[src/rtl/matvec_seq.sv]
// Sequential matrix-vector multiplier: one A column plus one B element per beat,
// accumulated in a skewed lane pipeline, then streamed out one row per handshake.
module matvec_seq #(
  parameter int DATA_WIDTH = 8,
  parameter int N          = 8,
  parameter int ACC_WIDTH  = 24,
  parameter int K_MAX      = 8
) (
  input  logic                    clk,
  input  logic                    rst_n,
  input  logic                    start,
  input  logic                    signed_mode,
  input  logic                    abort,
  input  logic                    in_valid,
  output logic                    in_ready,
  input  logic [N*DATA_WIDTH-1:0] in_a,
  input  logic [DATA_WIDTH-1:0]   in_b,
  input  logic                    in_last,
  output logic                    res_valid,
  input  logic                    res_ready,
  output logic [ACC_WIDTH-1:0]    res_data,
  output logic [$clog2(N)-1:0]    res_row,
  output logic                    res_ovf,
  output logic                    busy,
  output logic                    done,
  output logic                    len_err,
  output logic [1:0]              state_dbg
);
  localparam int RW = $clog2(N);
  localparam int CW = $clog2(K_MAX + 1);
  localparam int PW = 2 * DATA_WIDTH;

  typedef enum logic [1:0] {IDLE = 2'd0, ACCUM = 2'd1, DRAIN = 2'd2, OUTPUT = 2'd3} state_t;

  state_t                 state_reg, state_next;
  logic [CW-1:0]          beat_cnt_reg;
  logic [RW-1:0]          drain_cnt_reg;
  logic [RW-1:0]          row_reg;
  logic                   signed_reg;
  logic                   len_err_reg;
  logic                   done_reg;
  logic [N-1:0]           vld_pipe;
  logic [DATA_WIDTH-1:0]  b_pipe [N];
  logic [ACC_WIDTH-1:0]   acc_arr [N];
  logic [N-1:0]           ovf_arr;

  logic start_go, accept, final_beat, last_row_xfer;

  assign start_go      = (state_reg == IDLE) && start;
  // abort beats a coincident handshake, so a beat is only taken when abort is low
  assign accept        = (state_reg == ACCUM) && in_valid && !abort;
  assign final_beat    = accept && (in_last || beat_cnt_reg == CW'(K_MAX - 1));
  assign last_row_xfer = (state_reg == OUTPUT) && res_ready && (row_reg == RW'(N - 1));

  always_ff @(posedge clk) begin
    if (!rst_n) state_reg <= IDLE;
    else        state_reg <= state_next;
  end

  always_comb begin
    state_next = state_reg;
    case (state_reg)
      IDLE:    if (start) state_next = ACCUM;
      ACCUM:   if (final_beat) state_next = DRAIN;
      DRAIN:   if (drain_cnt_reg == RW'(N - 1)) state_next = OUTPUT;
      OUTPUT:  if (last_row_xfer) state_next = IDLE;
      default: state_next = IDLE;
    endcase
    if (abort && state_reg != IDLE) state_next = IDLE;
  end

  always_comb begin
    in_ready  = (state_reg == ACCUM);
    res_valid = (state_reg == OUTPUT);
    busy      = (state_reg != IDLE);
    state_dbg = state_reg;
    res_data  = acc_arr[row_reg];
    res_ovf   = ovf_arr[row_reg];
    res_row   = row_reg;
    done      = done_reg;
    len_err   = len_err_reg;
  end

  always_ff @(posedge clk) begin
    if (!rst_n) begin
      beat_cnt_reg  <= '0;
      drain_cnt_reg <= '0;
      row_reg       <= '0;
      signed_reg    <= 1'b0;
      len_err_reg   <= 1'b0;
      done_reg      <= 1'b0;
    end else begin
      done_reg      <= last_row_xfer && !abort;
      drain_cnt_reg <= (state_reg == DRAIN) ? drain_cnt_reg + 1'b1 : '0;
      if (start_go) begin
        beat_cnt_reg <= '0;
        len_err_reg  <= 1'b0;
        signed_reg   <= signed_mode;
        row_reg      <= '0;
      end
      if (accept) begin
        beat_cnt_reg <= beat_cnt_reg + 1'b1;
        if (beat_cnt_reg == CW'(K_MAX - 1) && !in_last) len_err_reg <= 1'b1;
      end
      if (abort) row_reg <= '0;
      else if (state_reg == OUTPUT && res_ready)
        row_reg <= (row_reg == RW'(N - 1)) ? '0 : row_reg + 1'b1;
    end
  end

  // B and the valid tag travel one lane per cycle; a new run flushes stale beats.
  always_ff @(posedge clk) begin
    if (!rst_n || start_go) vld_pipe <= '0;
    else                    vld_pipe <= {vld_pipe[N-2:0], accept};
  end

  generate
    for (genvar gi = 0; gi < N; gi++) begin : g_lane
      logic [DATA_WIDTH-1:0] a_dly [gi+1];
      logic [ACC_WIDTH-1:0]  acc_q;
      logic                  ovf_q;
      logic [PW-1:0]         a_ext, b_ext, prod;
      logic [ACC_WIDTH+PW-1:0] prod_wide;
      logic [ACC_WIDTH-1:0]  addend;
      logic [ACC_WIDTH:0]    sum;
      logic                  add_ovf;

      always_ff @(posedge clk) begin
        if (!rst_n) b_pipe[gi] <= '0;
        else        b_pipe[gi] <= (gi == 0) ? in_b : b_pipe[(gi == 0) ? 0 : gi - 1];
      end

      always_ff @(posedge clk) begin
        if (!rst_n) begin
          for (int j = 0; j <= gi; j++) a_dly[j] <= '0;
        end else begin
          a_dly[0] <= in_a[gi*DATA_WIDTH +: DATA_WIDTH];
          for (int j = 1; j <= gi; j++) a_dly[j] <= a_dly[j-1];
        end
      end

      always_comb begin
        a_ext     = {{DATA_WIDTH{signed_reg & a_dly[gi][DATA_WIDTH-1]}}, a_dly[gi]};
        b_ext     = {{DATA_WIDTH{signed_reg & b_pipe[gi][DATA_WIDTH-1]}}, b_pipe[gi]};
        prod      = a_ext * b_ext;
        prod_wide = {{ACC_WIDTH{signed_reg & prod[PW-1]}}, prod};
        addend    = prod_wide[ACC_WIDTH-1:0];
        sum       = {1'b0, acc_q} + {1'b0, addend};
        add_ovf   = signed_reg ?
                    ((acc_q[ACC_WIDTH-1] == addend[ACC_WIDTH-1]) && (sum[ACC_WIDTH-1] != acc_q[ACC_WIDTH-1])) :
                    sum[ACC_WIDTH];
      end

      always_ff @(posedge clk) begin
        if (!rst_n || start_go) begin
          acc_q <= '0;
          ovf_q <= 1'b0;
        end else if (vld_pipe[gi]) begin
          acc_q <= sum[ACC_WIDTH-1:0];
          if (add_ovf) ovf_q <= 1'b1;
        end
      end

      assign acc_arr[gi] = acc_q;
      assign ovf_arr[gi] = ovf_q;
    end
  endgenerate
endmodule

[config.mk]
export PLATFORM = sky130hd
export DESIGN_NAME = matvec_seq
export DESIGN_NICKNAME = d
export VERILOG_FILES = /design/src/rtl/matvec_seq.sv
export SDC_FILE = /design/constraint.sdc
export NUM_CORES = 2
export LEC_CHECK = 0
export CAP_MARGIN = 20
export CORE_MARGIN = 2
export CORE_UTILIZATION = 49
export CTS_CLUSTER_DIAMETER = 120
export DETAILED_ROUTE_END_ITERATION = 6
export HOLD_SLACK_MARGIN = 0.02
export PLACE_DENSITY_LB_ADDON = 0.25
export SLEW_MARGIN = 0
export SYNTH_ARGS = -nofsm -noshare
export SYNTH_HDL_FRONTEND = slang
export SYNTH_SLANG_ARGS = --single-unit
[constraint.sdc]
create_clock -name clk -period 24.6 [get_ports clk]
set_clock_uncertainty 0.15 [all_clocks]
set_input_delay 3.69 -clock clk [delete_from_list [all_inputs] [get_ports clk]]
set_output_delay 3.69 -clock clk [all_outputs]
set_load 0.01 [all_outputs]
* Word-level counts from Yosys, hierarchy flattened
Memory sizes are Yosys's and may differ from the RTL's.
Index checks and enable logic that the tools add are counted.
** Word-level totals
- Flip-flop bits (word level) :: 223
- Bits in latches :: 0
- RAM bits :: 352
- ROM bits :: 0
- Input bits :: 80
- Output and inout bits :: 35
- Logic and storage cells :: 261
- Memories :: 9
** Memory list
- b_pipe :: words 8, bits a word 8, rd ports 8, clocked after memory_dff 0, write ports 8, RTL line 43 : logic [DATA_WIDTH-1:0] b_pipe [N];
- g_lane[7].a_dly :: words 8, bits a word 8, rd ports 8, clocked after memory_dff 0, write ports 8, RTL line 119 : logic [DATA_WIDTH-1:0] a_dly [gi+1];
- g_lane[6].a_dly :: words 7, bits a word 8, rd ports 7, clocked after memory_dff 0, write ports 7, RTL line 119
- g_lane[5].a_dly :: words 6, bits a word 8, rd ports 6, clocked after memory_dff 0, write ports 6, RTL line 119
- g_lane[4].a_dly :: words 5, bits a word 8, rd ports 5, clocked after memory_dff 0, write ports 5, RTL line 119
- g_lane[3].a_dly :: words 4, bits a word 8, rd ports 4, clocked after memory_dff 0, write ports 4, RTL line 119
- +3 memories
** Cells by class
- Add/sub/neg operators :: 11
- Multipliers :: 8
- Divide/modulo/power cells :: 0
- Magnitude comparators :: 2
- Equal/unequal tests :: 26
- Shifts and indexed selects :: 0
- Mux-type cells :: 73
- Bitwise logic cells :: 69
- Reductions and logical operators :: 39
** Operator list (count)
- 2-to-1 mux 8 bit :: 44
- adder 24 x 24 -> 25 bit :: 8
- multiplier 9 x 9 -> 16 bit :: 8
- binary-select mux 24 bit (select 3 bit) :: 1
- 2-to-1 mux 24 bit :: 2
- bitwise OR 1 bit :: 43
- AND 1 bit :: 24
- AND reduction 2 bit :: 9
- logical AND 1 bit :: 17
- 2-to-1 mux 1 bit :: 15
- 2-to-1 mux 3 bit :: 3
- == test 1 bit :: 8
- 2-to-1 mux 2 bit :: 4
- 2-to-1 mux 4 bit :: 2
- inequality test 1 bit :: 8
- case mux 2 bit (4 select lines) :: 1
- OR reduction 8 bit :: 1
- adder 3 x 1 -> 3 bit, second input constant :: 2
- == test 3 bit, second input constant :: 2
- nonzero test 2 bit :: 3
- adder 4 x 1 -> 4 bit, second input constant :: 1
- == test 2 bit, second input constant :: 2
- == test 4 x 3 -> 1 bit, second input constant :: 1
- greater-or-equal comparator 4 bit, second input constant :: 1
- other kinds (12) :: 18

* Logic depth before layout (Yosys ltp)
- Depth in word-level cells :: 8
- Mapped depth :: 34
- Gate-level depth less buffers :: 33

* Worst setup path after synthesis
OpenSTA, ideal clock, no wires.
- Kind :: register -> register
- Start point :: reg signed_reg
- End point :: reg g_lane[3].ovf_q
- Library setup time :: 0.069 ns
- Data arrival time :: 7.517 ns
- Data required time :: 24.381 ns
- Slack :: 16.865 ns
- Stages on the path, launching flop included :: 34
- Buffers on the path :: 2
- Clock period less this slack :: 7.735 ns
- Cells stage by stage :: dfxtp_1 clkbuf_1 clkbuf_1 nand2_1 or2_2 fa_1 fa_1 inv_1 fa_1 fa_1 inv_1 fa_1 inv_1 ha_1 o21ai_0 a21boi_0 o21a_1 o21ai_0 nand2b_1 a21oi_1 o21ai_0 xnor2_1 and2_1 ha_1 a21o_1 a21o_1 a21oi_1 o2111ai_1 a311o_1 a41oi_1 o21ai_1 xnor2_1 o31a_1 o21ai_1
** Between the ends
- Cells in the longest elaborated chain, start to end :: 8
- Elaborated cells on any way between the ends :: 10
- Those cells by class :: 1 x add/sub; 1 x mul; 2 x eq/ne; 1 x mux; 3 x bitwise; 2 x reduce/logical
** Ends and longest elaborated chain
- start, declared :: RTL line 39 : logic signed_reg;
- start signal, assigned :: RTL line 98 : signed_reg <= signed_mode;
- AND 1 bit (on tied branches) :: RTL line 143, 144
- multiplier 9 x 9 -> 16 bit :: RTL line 145 : prod = a_ext * b_ext;
- AND 1 bit :: RTL line 146 : prod_wide = {{ACC_WIDTH{signed_reg & prod[PW-1]}}, prod};
- adder 24 x 24 -> 25 bit :: RTL line 148 : sum = {1'b0, acc_q} + {1'b0, addend};
- inequality test 1 bit :: RTL line 150 : ((acc_q[ACC_WIDTH-1] == addend[ACC_WIDTH-1]) && (sum[ACC_WIDTH-1] != acc_q[ACC_WIDTH-1])) :
- logical AND 1 bit :: RTL line 150
- 2-to-1 mux 1 bit * :: RTL line 149 : add_ovf = signed_reg ?
- AND reduction 2 bit (no source line) *
- end signal, assigned :: RTL line 157 : ovf_q <= 1'b0;
- end signal, assigned :: RTL line 160 : if (add_ovf) ovf_q <= 1'b1;
- end, declared :: RTL line 121 : logic ovf_q;
Every way passes the cells marked *; elsewhere a longest branch is shown, timed or not.
A chain may end at the register's enable or synchronous reset.

* Worst setup path after layout
Same ends and word-level chain as after synthesis.

==> metrics.md <==
| Metric | Value |
|---|---|
| Synth unique cells | `85` |
| Clock latency on the worst-skew pair | `0.65 ns` |
| Die X | `321 um` |
| Slew Viols, Final | `0` |
| Seq/Total Area, Yosys | `0.234` |
| First-pass GRT wire length | `181 mm` |
| Hold Path Class | `reg -> reg` |
| Initial Util | `0.493` |
| Commonest cells after routing, fill and taps aside | `691 x inv_1, 679 x and2_1, 572 x dfxtp_1` |
| Final net count | `6312` |
| PostCTS Resize Cnt | `0` |
| Slowest cell on crit path | `buf_4` |
| Final setup violation count | `0` |
| GR met3 Demand/Resource | `0.0252` |
| Starting DRT DRC Count | `1742` |
| DRT Pass-1 Iters | `5` |
| Final min period | `8.87 ns` |
| Buf/Inv on CP | `4` |
| Ys flop type | `dfxtp_1` |
| Post-CTS setup buffers | `0` |
| CP Depth | `32` |
| Max-cap viol count | `0` |
| Total GRT Usage | `0.219` |
| VDD IR-drop max | `0.0000416 V` |
| CP most frequent cell | `fa_1` |
| CTS Buf Count | `67` |
| CP Launch Type | `flip-flop` |
| CORE AREA | `99700 sq um` |
| R2r startpoint | `signed_reg` |
| WL/cell | `16.9 um` |
| Post-route clock period utilization | `0.360` |
| Vias per std cell | `5.22` |
| YS warnings | `0` |
| R2r worst-path depth | `32` |
| Final Hold Vio Count | `0` |
| Slew HR | `0.329` |
| R2r endpoint | `g_lane[3].ovf_q` |
| Multi-input gate area | `34400 sq um` |
| Crit. End Element | `flip-flop` |
| Crit path launch | `signed_reg` |
| FF/Latch Area | `11500 sq um` |
| Setup TNS | `0 ns` |
| Met1 Resource Use GR | `0.292` |
| Pwr dens | `41.0 nW/um^2` |
| CP required | `25.03 ns` |
| H-tree levels | `3` |
| GR peak layer | `met2` |
| RSZ-0062 raised after global routing | `false` |
| Lkg Pwr | `26.1 nW` |
| Max clock buf depth | `3` |
| Actual slew at the worst max-slew pin | `1.01 ns` |
| Mapped cell area | `49100 sq um` |
| Initial antenna violation count | `2` |
| Delay-heaviest family, CP | `adder cells` |
| Biggest regs | `g_lane.a_dly: 288 flops, g_lane.acc_q: 192 flops, b_pipe: 64 flops` |
| Clk sink count | `575` |
| # IOs | `115` |
| # hold bufs at CTS | `0` |
| Synth-to-layout area growth | `9.29%` |
| FFs w/ async S/R, synth | `0` |
| CTS Root Cell | `clkbuf_16` |
| Placed cells | `6484` |
| Commonest non-fill, non-tap cell in the layout | `inv_1` |
| Site row count | `116` |
| FMAX | `113 MHz` |
| Largest net degree at the start of global routing | `128` |
| Clock-pin slew on the worst setup and hold paths | `0.07 ns` |
| Avg Cell Area, Syn | `9.40 sq um` |
| Crit-path max cell delay | `0.50 ns` |
| CTS tree | `yes` |
| Fillers | `8974` |
| Largest register by flop count | `g_lane.a_dly` |
| Post-route non-filler standard cell count | `6607` |
| Post-route ant nets | `0` |
| R2R Setup Slk | `15.73 ns` |
| Post-synth EDFFs | `0` |
| Critical path endpoint | `g_lane[3].ovf_q` |
| Syn_nets | `6285` |
| Max reg flops | `288` |
| Residual DRC | `0` |
| Met2 Usage GRT | `0.372` |
| Die Span Y | `321 um` |
| Vias in the first global route | `34600` |
| DP HPWL | `87.8 mm` |
| Total grt overflow | `0` |
| Port bufs | `114` |
| Critical Path Fanout Max | `38` |
| Layout cells sized above 1 | `0.0515` |
| Critical path class | `reg -> reg` |
| DR vias | `34500` |
| Routed wire length | `111 mm` |
| Gpl congestion | `0.894` |
| Gate Count Post-Synth | `5228` |
| Crit path arrival time | `9.30 ns` |
| DIE AREA | `103000 sq um` |
| Flops & latches, synth | `575` |
| Status | `finished, final reports clean` |
| Final Power | `2.20 mW` |
worst min path at each step:
stage	startpoint	to	slack (ns)	depth (start not counted)
after detailed placement	g_lane[3].a_dly[2][0]	g_lane[3].a_dly[3][0]	0.27	1
after global placement	g_lane[3].a_dly[1][0]	g_lane[3].a_dly[2][0]	0.26	1
after CTS	g_lane[3].a_dly[2][5]	g_lane[3].a_dly[3][5]	0.25	1
after floorplan	drain_cnt_reg[0]	drain_cnt_reg[0]	0.25	1
final	g_lane[3].a_dly[2][5]	g_lane[3].a_dly[3][5]	0.26	1
after global routing	g_lane[3].a_dly[2][5]	g_lane[3].a_dly[3][5]	0.26	1
power breakdown:
part / switching, mW / internal (mW) / leakage (nW)
Sequential: 0.0189 / 0.949 / 4.67
Combinational: 0.124 / 0.0795 / 20.3
Clock: 0.432 / 0.599 / 1.11
Total: 0.574 / 1.63 / 26.1
kinds of logic (layout without fill, tap and decap cells):
| family | Yosys count | in the layout | share of synthesized area |
|---|---|---|---|
| flip-flops | 575 | 575 | 0.234 |
| XOR/XNOR | 294 | 294 | 0.0524 |
| AO/OA/AOI/OAI | 639 | 639 | 0.0866 |
| multiplexers | 222 | 222 | 0.0586 |
| adder cells (fa/ha/maj) | 977 | 977 | 0.327 |
| buffers and inverters | 866 | 942 | 0.0662 |
| AND/OR/NAND/NOR | 1655 | 1655 | 0.175 |
| other | 0 | 5 | 0 |
per-layer routing:
metal	wire length [um]	part of all wire
met5	0	0
met4	2910	0.026
met3	3930	0.035
met2	54300	0.49
met1	50300	0.45
synthesized netlist by cell type, types with 50 or more instances:
library cell,instances,area (sq um)
mux4_2,50,1130
inv_1,691,2590
xnor2_1,248,2170
nand2_1,357,1340
mux2i_1,146,1460
fa_1,512,10200
and2_1,679,4250
ha_1,465,5820
dfxtp_1,575,11500
o21ai_0,118,591
clkbuf_1,154,578
nand3_1,55,275
nor2_1,343,1290
a21o_1,75,563
a21oi_1,199,996
layout make-up:
type | count | share of cell area
Clock buffer | 85 | 0.0347
Tap cell | 1298 | 0.0302
Clock inverter | 33 | 0.00781
Sequential cell | 575 | 0.215
Multi-Input combinational cell | 3787 | 0.640
Antenna cell | 5 | 0.000233
Timing Repair Buffer | 132 | 0.0239
Inverter | 692 | 0.0484
through the flow:
stage / setup slack [ns] / hold WS, ns / instance area (sq um) / util
finish: 15.73 / 0.255 / 53700 / 0.538
global route: 15.21 / 0.261 / 53700 / 0.538
CTS: 15.79 / 0.252 / 53700 / 0.538
detailed placement: 15.83 / 0.268 / 51400 / 0.515
global placement: 16.00 / 0.264 / 51400 / 0.515
floorplan: 16.86 / 0.254 / 49100 / -
Power figures use the tool's default switching activity.
